**config.mk**
```make
export PLATFORM = sky130hd
export DESIGN_NAME = alu_exec_unit
export DESIGN_NICKNAME = d
export VERILOG_FILES = /design/src/rtl/alu_pkg.sv /design/src/rtl/alu_shift_seq.sv /design/src/rtl/alu_exec_unit.sv
export SDC_FILE = /design/constraint.sdc
export NUM_CORES = 1
export LEC_CHECK = 0
export ABC_AREA = 1
export CAP_MARGIN = 20
export CELL_PAD_IN_SITES_DETAIL_PLACEMENT = 0
export CELL_PAD_IN_SITES_GLOBAL_PLACEMENT = 2
export CORE_ASPECT_RATIO = 1.5
export CORE_MARGIN = 2
export CORE_UTILIZATION = 28
export CTS_BUF_LIST = sky130_fd_sc_hd__clkbuf_8
export DETAILED_ROUTE_END_ITERATION = 7
export PLACE_DENSITY = 0.89
export SYNTH_ARGS = -nofsm -noshare
export SYNTH_HDL_FRONTEND = slang
export SYNTH_HIERARCHICAL = 1
export SYNTH_SLANG_ARGS = --single-unit
```
**constraint.sdc**
```tcl
create_clock -name clk -period 2.4 [get_ports clk]
set_clock_uncertainty 0.05 [all_clocks]
set_input_delay 0.24 -clock clk [delete_from_list [all_inputs] [get_ports clk]]
set_output_delay 0.24 -clock clk [all_outputs]
set_load 0.02 [all_outputs]
```
**src/rtl/alu_pkg.sv**
```systemverilog
// Shared encodings for the execute-stage ALU: control codes,
// funct3 compare selectors, FSM states and shift kinds.
package alu_pkg;

    localparam logic [3:0] AND = 4'b0000;
    localparam logic [3:0] OR  = 4'b0001;
    localparam logic [3:0] XOR = 4'b0010;
    localparam logic [3:0] LSL = 4'b0011;
    localparam logic [3:0] RSL = 4'b0100;
    localparam logic [3:0] RSA = 4'b0101;
    localparam logic [3:0] ADD = 4'b0110;
    localparam logic [3:0] SUB = 4'b0111;

    localparam logic [2:0] F3_SLT  = 3'b010;
    localparam logic [2:0] F3_SLTU = 3'b011;

    typedef enum logic {
        IDLE  = 1'b0,
        SHIFT = 1'b1
    } state_t;

    typedef enum logic [1:0] {
        SK_LSL = 2'd0,
        SK_RSL = 2'd1,
        SK_RSA = 2'd2
    } shift_kind_t;

endpackage

```
**src/rtl/alu_shift_seq.sv**
```systemverilog
// Iterative shifter: moves the accumulator by at most SHIFT_STEP
// bit positions per cycle until the captured count is exhausted.
module alu_shift_seq
    import alu_pkg::*;
#(
    parameter int XLEN       = 32,
    parameter int SHIFT_STEP = 1
) (
    input  logic            clk,
    input  logic            rst_n,
    input  logic            clear,
    input  logic            start,
    input  logic [XLEN-1:0] src,
    input  logic [4:0]      shamt,
    input  shift_kind_t     kind,
    output logic            busy,
    output logic            done,
    output logic [XLEN-1:0] value
);

    localparam logic [5:0] STEP_W = 6'(SHIFT_STEP);

    logic [XLEN-1:0] r_acc;
    logic [5:0]      r_cnt;
    shift_kind_t     r_kind;
    logic [5:0]      w_k;
    logic [XLEN-1:0] w_next;

    assign w_k = (r_cnt > STEP_W) ? STEP_W : r_cnt;

    always_comb begin
        w_next = r_acc;
        case (r_kind)
            SK_LSL:  w_next = r_acc << w_k;
            SK_RSL:  w_next = r_acc >> w_k;
            SK_RSA:  w_next = $signed(r_acc) >>> w_k;
            default: w_next = r_acc;
        endcase
    end

    assign busy  = (r_cnt != 6'd0);
    assign done  = busy && (r_cnt <= STEP_W);
    assign value = w_next;

    always_ff @(posedge clk) begin
        if (!rst_n || clear) begin
            r_acc  <= '0;
            r_cnt  <= '0;
            r_kind <= SK_LSL;
        end else if (start) begin
            r_acc  <= src;
            r_cnt  <= {1'b0, shamt};
            r_kind <= kind;
        end else if (busy) begin
            r_acc <= w_next;
            r_cnt <= r_cnt - w_k;
        end
    end

endmodule

```
**src/rtl/alu_exec_unit.sv**
```systemverilog
// Execute-stage ALU with registered result/flags, valid/ready on both
// sides and a multi-cycle iterative path for nonzero shifts.
module alu_exec_unit
    import alu_pkg::*;
#(
    parameter int XLEN       = 32,
    parameter int SHIFT_STEP = 1
) (
    input  logic            clk,
    input  logic            rst_n,
    input  logic            flush,
    input  logic            in_valid,
    output logic            in_ready,
    input  logic [3:0]      alu_cntl,
    input  logic [3:0]      funct,
    input  logic [XLEN-1:0] op_a,
    input  logic [XLEN-1:0] op_b,
    output logic            out_valid,
    input  logic            out_ready,
    output logic [XLEN-1:0] result,
    output logic            zero,
    output logic            lt,
    output logic            ltu,
    output logic            illegal
);

    state_t          r_state;
    state_t          w_state_nx;
    logic            r_out_valid;
    logic [XLEN-1:0] r_result;
    logic            r_zero, r_lt, r_ltu, r_illegal;
    logic            r_lt_p, r_ltu_p;

    logic            w_accept, w_start, w_lt, w_ltu, w_ill, w_is_shift;
    logic [XLEN-1:0] w_res;
    shift_kind_t     w_kind;
    logic            w_sh_busy, w_sh_done;
    logic [XLEN-1:0] w_sh_value;
    logic            w_unused;

    assign w_unused = funct[3];

    assign in_ready = rst_n && (r_state == IDLE)
                      && (!r_out_valid || out_ready);
    assign w_accept = in_valid && in_ready && !flush;
    assign w_lt     = $signed(op_a) < $signed(op_b);
    assign w_ltu    = op_a < op_b;
    assign w_start  = w_accept && w_is_shift && (op_b[4:0] != 5'd0);

    // Shift codes fall through with op_a so shamt==0 completes in one cycle.
    always_comb begin
        w_res      = '0;
        w_ill      = 1'b0;
        w_is_shift = 1'b0;
        w_kind     = SK_LSL;
        case (alu_cntl)
            AND: w_res = op_a & op_b;
            OR:  w_res = op_a | op_b;
            XOR: w_res = op_a ^ op_b;
            ADD: w_res = op_a + op_b;
            LSL: begin
                w_res      = op_a;
                w_is_shift = 1'b1;
                w_kind     = SK_LSL;
            end
            RSL: begin
                w_res      = op_a;
                w_is_shift = 1'b1;
                w_kind     = SK_RSL;
            end
            RSA: begin
                w_res      = op_a;
                w_is_shift = 1'b1;
                w_kind     = SK_RSA;
            end
            SUB: begin
                case (funct[2:0])
                    F3_SLT:  w_res = {{(XLEN-1){1'b0}}, w_lt};
                    F3_SLTU: w_res = {{(XLEN-1){1'b0}}, w_ltu};
                    default: w_res = op_a - op_b;
                endcase
            end
            default: w_ill = 1'b1;
        endcase
    end

    alu_shift_seq #(
        .XLEN       (XLEN),
        .SHIFT_STEP (SHIFT_STEP)
    ) u_shift (
        .clk   (clk),
        .rst_n (rst_n),
        .clear (flush),
        .start (w_start),
        .src   (op_a),
        .shamt (op_b[4:0]),
        .kind  (w_kind),
        .busy  (w_sh_busy),
        .done  (w_sh_done),
        .value (w_sh_value)
    );

    always_comb begin
        w_state_nx = r_state;
        if (flush) begin
            w_state_nx = IDLE;
        end else begin
            case (r_state)
                IDLE:    if (w_start) w_state_nx = SHIFT;
                SHIFT:   if (w_sh_done || !w_sh_busy) w_state_nx = IDLE;
                default: w_state_nx = IDLE;
            endcase
        end
    end

    always_ff @(posedge clk) begin
        if (!rst_n) r_state <= IDLE;
        else        r_state <= w_state_nx;
    end

    always_ff @(posedge clk) begin
        if (!rst_n || flush) begin
            r_out_valid <= 1'b0;
            r_result    <= '0;
            r_zero      <= 1'b0;
            r_lt        <= 1'b0;
            r_ltu       <= 1'b0;
            r_illegal   <= 1'b0;
            r_lt_p      <= 1'b0;
            r_ltu_p     <= 1'b0;
        end else if (w_start) begin
            r_out_valid <= 1'b0;
            r_lt_p      <= w_lt;
            r_ltu_p     <= w_ltu;
        end else if (w_accept) begin
            r_out_valid <= 1'b1;
            r_result    <= w_res;
            r_zero      <= (w_res == '0);
            r_lt        <= w_lt;
            r_ltu       <= w_ltu;
            r_illegal   <= w_ill;
        end else if (r_state == SHIFT && w_sh_done) begin
            r_out_valid <= 1'b1;
            r_result    <= w_sh_value;
            r_zero      <= (w_sh_value == '0);
            r_lt        <= r_lt_p;
            r_ltu       <= r_ltu_p;
            r_illegal   <= 1'b0;
        end else if (out_ready) begin
            r_out_valid <= 1'b0;
        end
    end

    assign out_valid = r_out_valid;
    assign result    = r_result;
    assign zero      = r_zero;
    assign lt        = r_lt;
    assign ltu       = r_ltu;
    assign illegal   = r_illegal;

endmodule
```
# [Word level (Yosys, flattened, before mapping)]
# Index checks and enable logic that the tools add are counted.
[word_totals] reg_bits=80 inputBits=77 output_inout_bits=38 wordCells=96
[op_classes] n_addsub=3 magnitude_cmp=4 n_eq_ne=11 n_shift=3 muxes=27 bitwise_logic=6 n_reduce_logical=29
[ops] cell="one-hot mux 32 bit (6 select lines)" count=1
[ops] cell="two-way mux 32 bit" count=4
[ops] cell="one-hot mux 32 bit (3 select lines)" count=1
[ops] cell="logical NOT 32 bit" count=2
[ops] cell="< comparator 32 bit" count=2
[ops] cell="one-hot mux 32 bit (2 select lines)" count=1
[ops] cell="adder 32 bit" count=1
[ops] cell="AND 32 bit" count=1
[ops] cell="OR 32 bit" count=1
[ops] cell="left shift 32 x 6 -> 32 bit" count=1
[ops] cell="right shift 32 x 6 -> 32 bit" count=1
[ops] cell=">>> shifter 32 x 6 -> 32 bit" count=1
[ops] cell="subtractor 32 bit" count=1
[ops] cell="bitwise XOR 32 bit" count=1
[ops] cell="equality test 4 x 3 -> 1 bit (second input constant)" count=4
[ops] cell="two-way mux 1 bit" count=15
[ops] cell="two-way mux 5 bit" count=2
[ops] cell="equality test 4 x 2 -> 1 bit (second input constant)" count=2
[ops] cell="logical AND 1 bit" count=8
[ops] cell="OR reduction 8 bit" count=1
[ops] cell="equality test 3 x 2 -> 1 bit (second input constant)" count=2
[ops] cell="greater-than comparator 6 x 1 -> 1 bit (second input constant)" count=1
[ops] cell="<= comparator 6 x 1 -> 1 bit (second input constant)" count=1
[ops] cell="two-way mux 6 bit" count=1
[ops] cell="other kinds (18)" count=27

# [Longest topological paths before layout]
[logic_depth] word_depth=9 ltp_mapped=23 ltp_nobuf=22

# [Cells and area by module]
# Netlist, hierarchy kept.
[by_module_without_submodules] module="alu_exec_unit" instances=1 cells_each=1610 area_each_um2=8670.8 seq_area_each_um2=800.8
[by_module_without_submodules] module="alu_shift_seq" instances=1 cells_each=386 area_each_um2=2541.2 seq_area_each_um2=800.8

# [Worst setup path before layout]
# Ideal clock, no wire load.
[synth_path] kind="register to register" start="register r_out_valid (netlist: out_valid)" end="register u_shift.r_acc[20]" setup_time_ns=0.070 arrival_time_ns=2.409 t_required_ns=2.280 slack_ns=-0.129 path_stages_with_launch=12 path_buffers=2 period_less_slack_ns=2.529 cell_sequence="dfxtp_1 > inv_1 > nor2_1 > nor3_1 > nand3_1 > inv_2 > nand3_1 > inv_1 > buf_2 > clkbuf_1 > nand2_1 > a21oi_1"
[synth_between] elab_chain_len=8 word_cells_on_any_way=9 classes_between="mux (1); reduce/logical (8)"
[synth_lines] item="start, declared" line="alu_exec_unit.sv:29" text="logic r_out_valid;"
[synth_lines] item="start signal, assigned" line="alu_exec_unit.sv:123" text="r_out_valid <= 1'b0;"
[synth_lines] item="start signal, assigned" line="alu_exec_unit.sv:132" text="r_out_valid <= 1'b0;"
[synth_lines] item="start signal, assigned" line="alu_exec_unit.sv:136" text="r_out_valid <= 1'b1;"
[synth_lines] item="logical NOT 1 bit (*)" line="alu_exec_unit.sv:44" text="&& (!r_out_valid || out_ready);"
[synth_lines] item="logical OR 1 bit (*)" line="alu_exec_unit.sv:44"
[synth_lines] item="logical AND 1 bit (*)" line="alu_exec_unit.sv:44"
[synth_lines] item="via in_ready" line="alu_exec_unit.sv:13" text="output logic in_ready,"
[synth_lines] item="logical AND 1 bit (*) (2 in series)" line="alu_exec_unit.sv:45" text="assign w_accept = in_valid && in_ready && !flush;"
[synth_lines] item="logical AND 1 bit (*) (2 in series)" line="alu_exec_unit.sv:48" text="assign w_start = w_accept && w_is_shift && (op_b[4:0] != 5'd0);"
[synth_lines] item="via w_start" line="alu_exec_unit.sv:34" text="logic w_accept, w_start, w_lt, w_ltu, w_ill, w_is_shift;"
[synth_lines] item="two-way mux 32 bit or nonzero test 2 bit (tied branches)"
[synth_lines] item="end signal, assigned" line="alu_shift_seq.sv:51" text="r_acc <= src;"
[synth_lines] item="end signal, assigned" line="alu_shift_seq.sv:55" text="r_acc <= w_next;"
[synth_lines] item="end, declared" line="alu_shift_seq.sv:23" text="logic [XLEN-1:0] r_acc;"
# The timed path passes the listed nets; every way through them passes the cells marked *.
# A chain may end at the register's enable or synchronous reset.

# [Worst setup path after layout]
[layout_path] start="input port op_b[0]" end="register r_zero (netlist: zero)"
[layout_between] elab_chain_len=5 word_cells_on_any_way=15 classes_between="add/sub (2); order compare (2); mux (3); bitwise (4); reduce/logical (4)"
[layout_lines] item="start, declared" line="alu_exec_unit.sv:17" text="input logic [XLEN-1:0] op_b,"
[layout_lines] item="subtractor 32 bit, or another cell as far along" line="alu_exec_unit.sv:80" text="default: w_res = op_a - op_b;"
[layout_lines] item="one-hot mux 32 bit (2 select lines)" line="alu_exec_unit.sv:77" text="case (funct[2:0])"
[layout_lines] item="one-hot mux 32 bit (6 select lines)" line="alu_exec_unit.sv:56" text="case (alu_cntl)"
[layout_lines] item="logical NOT 32 bit" line="alu_exec_unit.sv:138" text="r_zero <= (w_res == '0);"
[layout_lines] item="two-way mux 1 bit" line="alu_exec_unit.sv:135" text="end else if (w_accept) begin"
[layout_lines] item="end signal, assigned" line="alu_exec_unit.sv:138"
[layout_lines] item="end signal, assigned" line="alu_exec_unit.sv:145" text="r_zero <= (w_sh_value == '0);"
[layout_lines] item="end, declared" line="alu_exec_unit.sv:31" text="logic r_zero, r_lt, r_ltu, r_illegal;"
# Several ways; a longest one is shown, not always the timed one.

==> qor.yml <==
finish:
  areaGrowthSynthToFinish_pct: 66.6
  nets: 2712
  multi_input_area_um2: 9910
  stdcell_count: 3041
  seqCellArea_um2: 1600
  finish.utilization: 0.474
  num_antenna_cells: 0
  n_fill_cell: 4081
  final_layout_size_suffix_gt1_frac: 0.426
sta:
  min_period_ns: 2.42
  finalMaxSlewViolations: 0
  hold_violations: 0
  setup_viol_count_final: 1
  finalCritPeriodShare: 1.01
  layout_setup_ws_ns: -0.0186
  tightest_slew_ns: 0.593
  worst_slew_margin_rel: 0.601
  fin_setup_tns_ns: -0.0186
  max_freq_mhz: 413
  whs_ns: 0.202
  rsz0062_at_grt: "yes"
power_and_ir_drop:
  pwr-share-seq: 0.227
  cellLeakagePower_nw: 9.09
  combPwrFrac: 0.603
  peakVddDrop_mv: 0.287
  swShare: 0.430
  clockPowerShare: 0.171
  internal_power_mw: 3.39
  power.switching_mw: 2.56
  power_density_nw_per_um2: 318
logic_synthesis:
  async_reset_ff_frac: 0
  synth-main-ff-cell: "dfxtp_1"
  syn-num-nets: 2172
  synth_top_area_frac: 0.184
  post_synth.cell_area_avg_um2: 5.62
  synth_area_um2: 11200
  ys_seq_area_frac: 0.143
  ys_warn_count: 6
  synth_edf_count: 0
  synth_cells: 1996
  netlist.top_cell.by_area: "nand2_1"
  synth_area_leaders: "nand2_1, dfxtp_1, ha_1"
  synth-seq-cells: 80
  synth.distinct_cells: 46
critical_path:
  start_kind: "primary input"
  rr_startpoint: "u_shift/r_cnt[0]"
  critical_path.max_fanout: 4
  slowest_stage: "fa_2"
  r2r_cells: 11
  crit_start: "op_b[0]"
  cp-endpoint: "zero"
  path_cells: "clkbuf_4 -> ha_4 -> fa_2 -> nand2_2 -> nand3_2 -> nand3b_1 -> nand2_4 -> buf_4 -> buf_4 -> o21ai_0 -> o211ai_1 -> nor2_1 -> nand2_2 -> nor3_2 -> nand3_2 -> a21oi_2"
  crit_required_ns: 2.69
  worstPathArrival_ns: 2.71
  r2r_slack_ns: 0.07
  worstSetupPathType: "primary input to flop"
  critPathMaxStageDelay_ns: 0.36
  cp-end-kind: "flop"
  r2r_end: "zero"
run_status:
  status: "finished with violations"
  violations: "DRC, setup timing"
place:
  place_hpwl_um: 45300
  place_congestion: 0.996
  port_buffers: 113
  dp_cells: 2966
  dp_slack_ns: -1.28
drt:
  drc: 3
  wirelength_um: 58000
  vias_per_cell: 5.15
  first_pass_iters: 8
  drtIter0Drc: 1179
  ant_nets: 0
  vias: 15700
  wl_per_cell_um: 19.1
die:
  core-area_um2: 39400
  die-area_um2: 41700
  die_w_um: 167
  start_util: 0.284
  die_h_um: 249
  rows: 89
  ios: 115
clock_network:
  cts_sinks: 80
  htree_levels: 3
  hold_buffers: 0
  clkLatencyLatePin_ns: 0.39
  cts_root_buf: "clkbuf_8"
  clk_pin_slew_worst_paths_ns: 0.10
  cts_tree: "done"
  numCtsBuffers: 9
  cts_buffer_depth: 2
min_path:
  hp-class: "primary input to flop"
  min_path_cells: 4
global_route:
  grt_start_max_net_pins: 58
  antenna_found_initial: 0
  grt_pass1_vias: 15700
  overflow: 0
  grt_pass1_wl_um: 84900
  track_usage: 0.262
flow_run:
  drv_cap: 0
-- sequential cells by signal, summed over array words and instances, names as in the netlist --
signal / cells
u_shift/r_kind: 2
r_lt_p: 1
zero: 1
r_state: 1
u_shift/r_acc: 32
u_shift/r_cnt: 6
ltu: 1
result: 32
r_ltu_p: 1
illegal: 1
out_valid: 1
lt: 1
-- cells in the mapped netlist, types with 23 or more instances --
cell type and instances:
o211ai_1 25, nand4_1 48, nor2_1 207, and3_1 30, o22ai_1 30, nand3_1 158
ha_1 97, buf_2 35, o21ai_0 52, nor2_2 30, nand2_1 551, clkbuf_1 23
inv_1 310, nor3_1 25, dfxtp_1 80, a21oi_1 133
-- per-stage QoR --
| stage | cell area (um2) | power (mW) |
|---|---|---|
| 6_report | 18700 | 5.95 |
| 5_1_grt | 18700 | 6.25 |
| 4_1_cts | 17700 | 5.61 |
| 3_5_place_dp | 16000 | 4.14 |
| 3_3_place_gp | 16000 | 4.14 |
| 2_1_floorplan | 11200 | 2.66 |
-- critical path: cells and delay by family --
family	cells	cell delay (ns)
simple gates	8	1.05
fa+ha+maj	2	0.54
compound gates	3	0.44
buf+inv	3	0.43
-- power by group through the flow --
| stage | logic (mW) | registers, mW | clock network, mW |
|---|---|---|---|
| finish | 3.59 | 1.35 | 1.01 |
| global placement | 2.76 | 1.38 | 0 |
| global route | 3.81 | 1.35 | 1.09 |
| detailed placement | 2.76 | 1.38 | 0 |
| floorplan | 1.27 | 1.38 | 0 |
| CTS | 3.21 | 1.35 | 1.05 |
-- placed cells by master (no fill, tap or decap), types with 7 or more instances in the layout --
| cell | count |
|---|---|
| a21oi_4 | 7 |
| nand2_4 | 28 |
| nand4_1 | 48 |
| nor2_4 | 59 |
| o211ai_1 | 25 |
| dlygate4sd2_1 | 9 |
| clkdlybuf4s50_1 | 49 |
| nor2_2 | 55 |
| nand3_2 | 38 |
| xor2_1 | 7 |
| inv_1 | 222 |
| ha_2 | 12 |
| buf_4 | 441 |
| nor3_2 | 8 |
| nand3_4 | 8 |
| buf_6 | 34 |
| o21ai_1 | 19 |
| o21bai_1 | 11 |
| and3_1 | 30 |
| o22ai_1 | 30 |
| nand2_1 | 432 |
| nor3_1 | 12 |
| nor3_4 | 7 |
| clkbuf_8 | 9 |
| inv_2 | 106 |
| ha_1 | 52 |
| nor2_1 | 125 |
| o21ai_0 | 34 |
| a211oi_1 | 18 |
| nand3_1 | 126 |
| ha_4 | 33 |
| a21oi_2 | 31 |
| buf_12 | 20 |
| dfxtp_1 | 79 |
| nand2_2 | 103 |
| a21oi_1 | 98 |
| clkbuf_2 | 35 |
-- worst min path at each step --
| stage | slack (ns) | startpoint | to |
|---|---|---|---|
| final | 0.20 | op_a[18] | u_shift/r_acc[18] |
| after global routing | 0.20 | op_a[18] | u_shift/r_acc[18] |
| after CTS | 0.22 | op_a[17] | u_shift/r_acc[17] |
| after detailed placement | 0.40 | result[27] | result[27] |
| after global placement | 0.40 | u_shift/r_cnt[5] | u_shift/r_cnt[5] |
| after floorplan | 0.34 | alu_cntl[3] | illegal |
-- what timing repair did --
action / CTS / global route
hold endpoints to repair: 0 / 0
resized for setup: 462 / 333
setup buffers: 28 / 27
cloned: 0 / 4
pin swaps: 99 / 142
endpoints found under the setup margin: 29 / 35
-- per-layer routing --
layer	track usage	share of wire	wire length, um
met5	0	0	0
met4	0.186	0.082	4780
met3	0.0253	0.054	3130
met2	0.467	0.49	28300
met1	0.289	0.38	21800
-- kinds of logic (layout without fill, tap and decap cells) --
group / Yosys count / in the layout / synth area share
fa+ha+maj: 99 / 99 / 0.112
compound gates: 297 / 297 / 0.155
flops: 80 / 80 / 0.143
buf+inv: 413 / 958 / 0.152
simple gates: 1098 / 1098 / 0.432
xor+xnor: 9 / 9 / 0.00703
-- layout make-up --
| class | instances | area share |
|---|---|---|
| timing repair buffer | 610 | 0.273 |
| clock buffer | 9 | 0.00663 |
| sequential | 80 | 0.0858 |
| clock inverter | 7 | 0.00342 |
| inverter | 332 | 0.0671 |
| multi-input combinational | 1503 | 0.530 |
| tap | 500 | 0.0335 |
No activity file was read; power rests on OpenSTA's default activity.
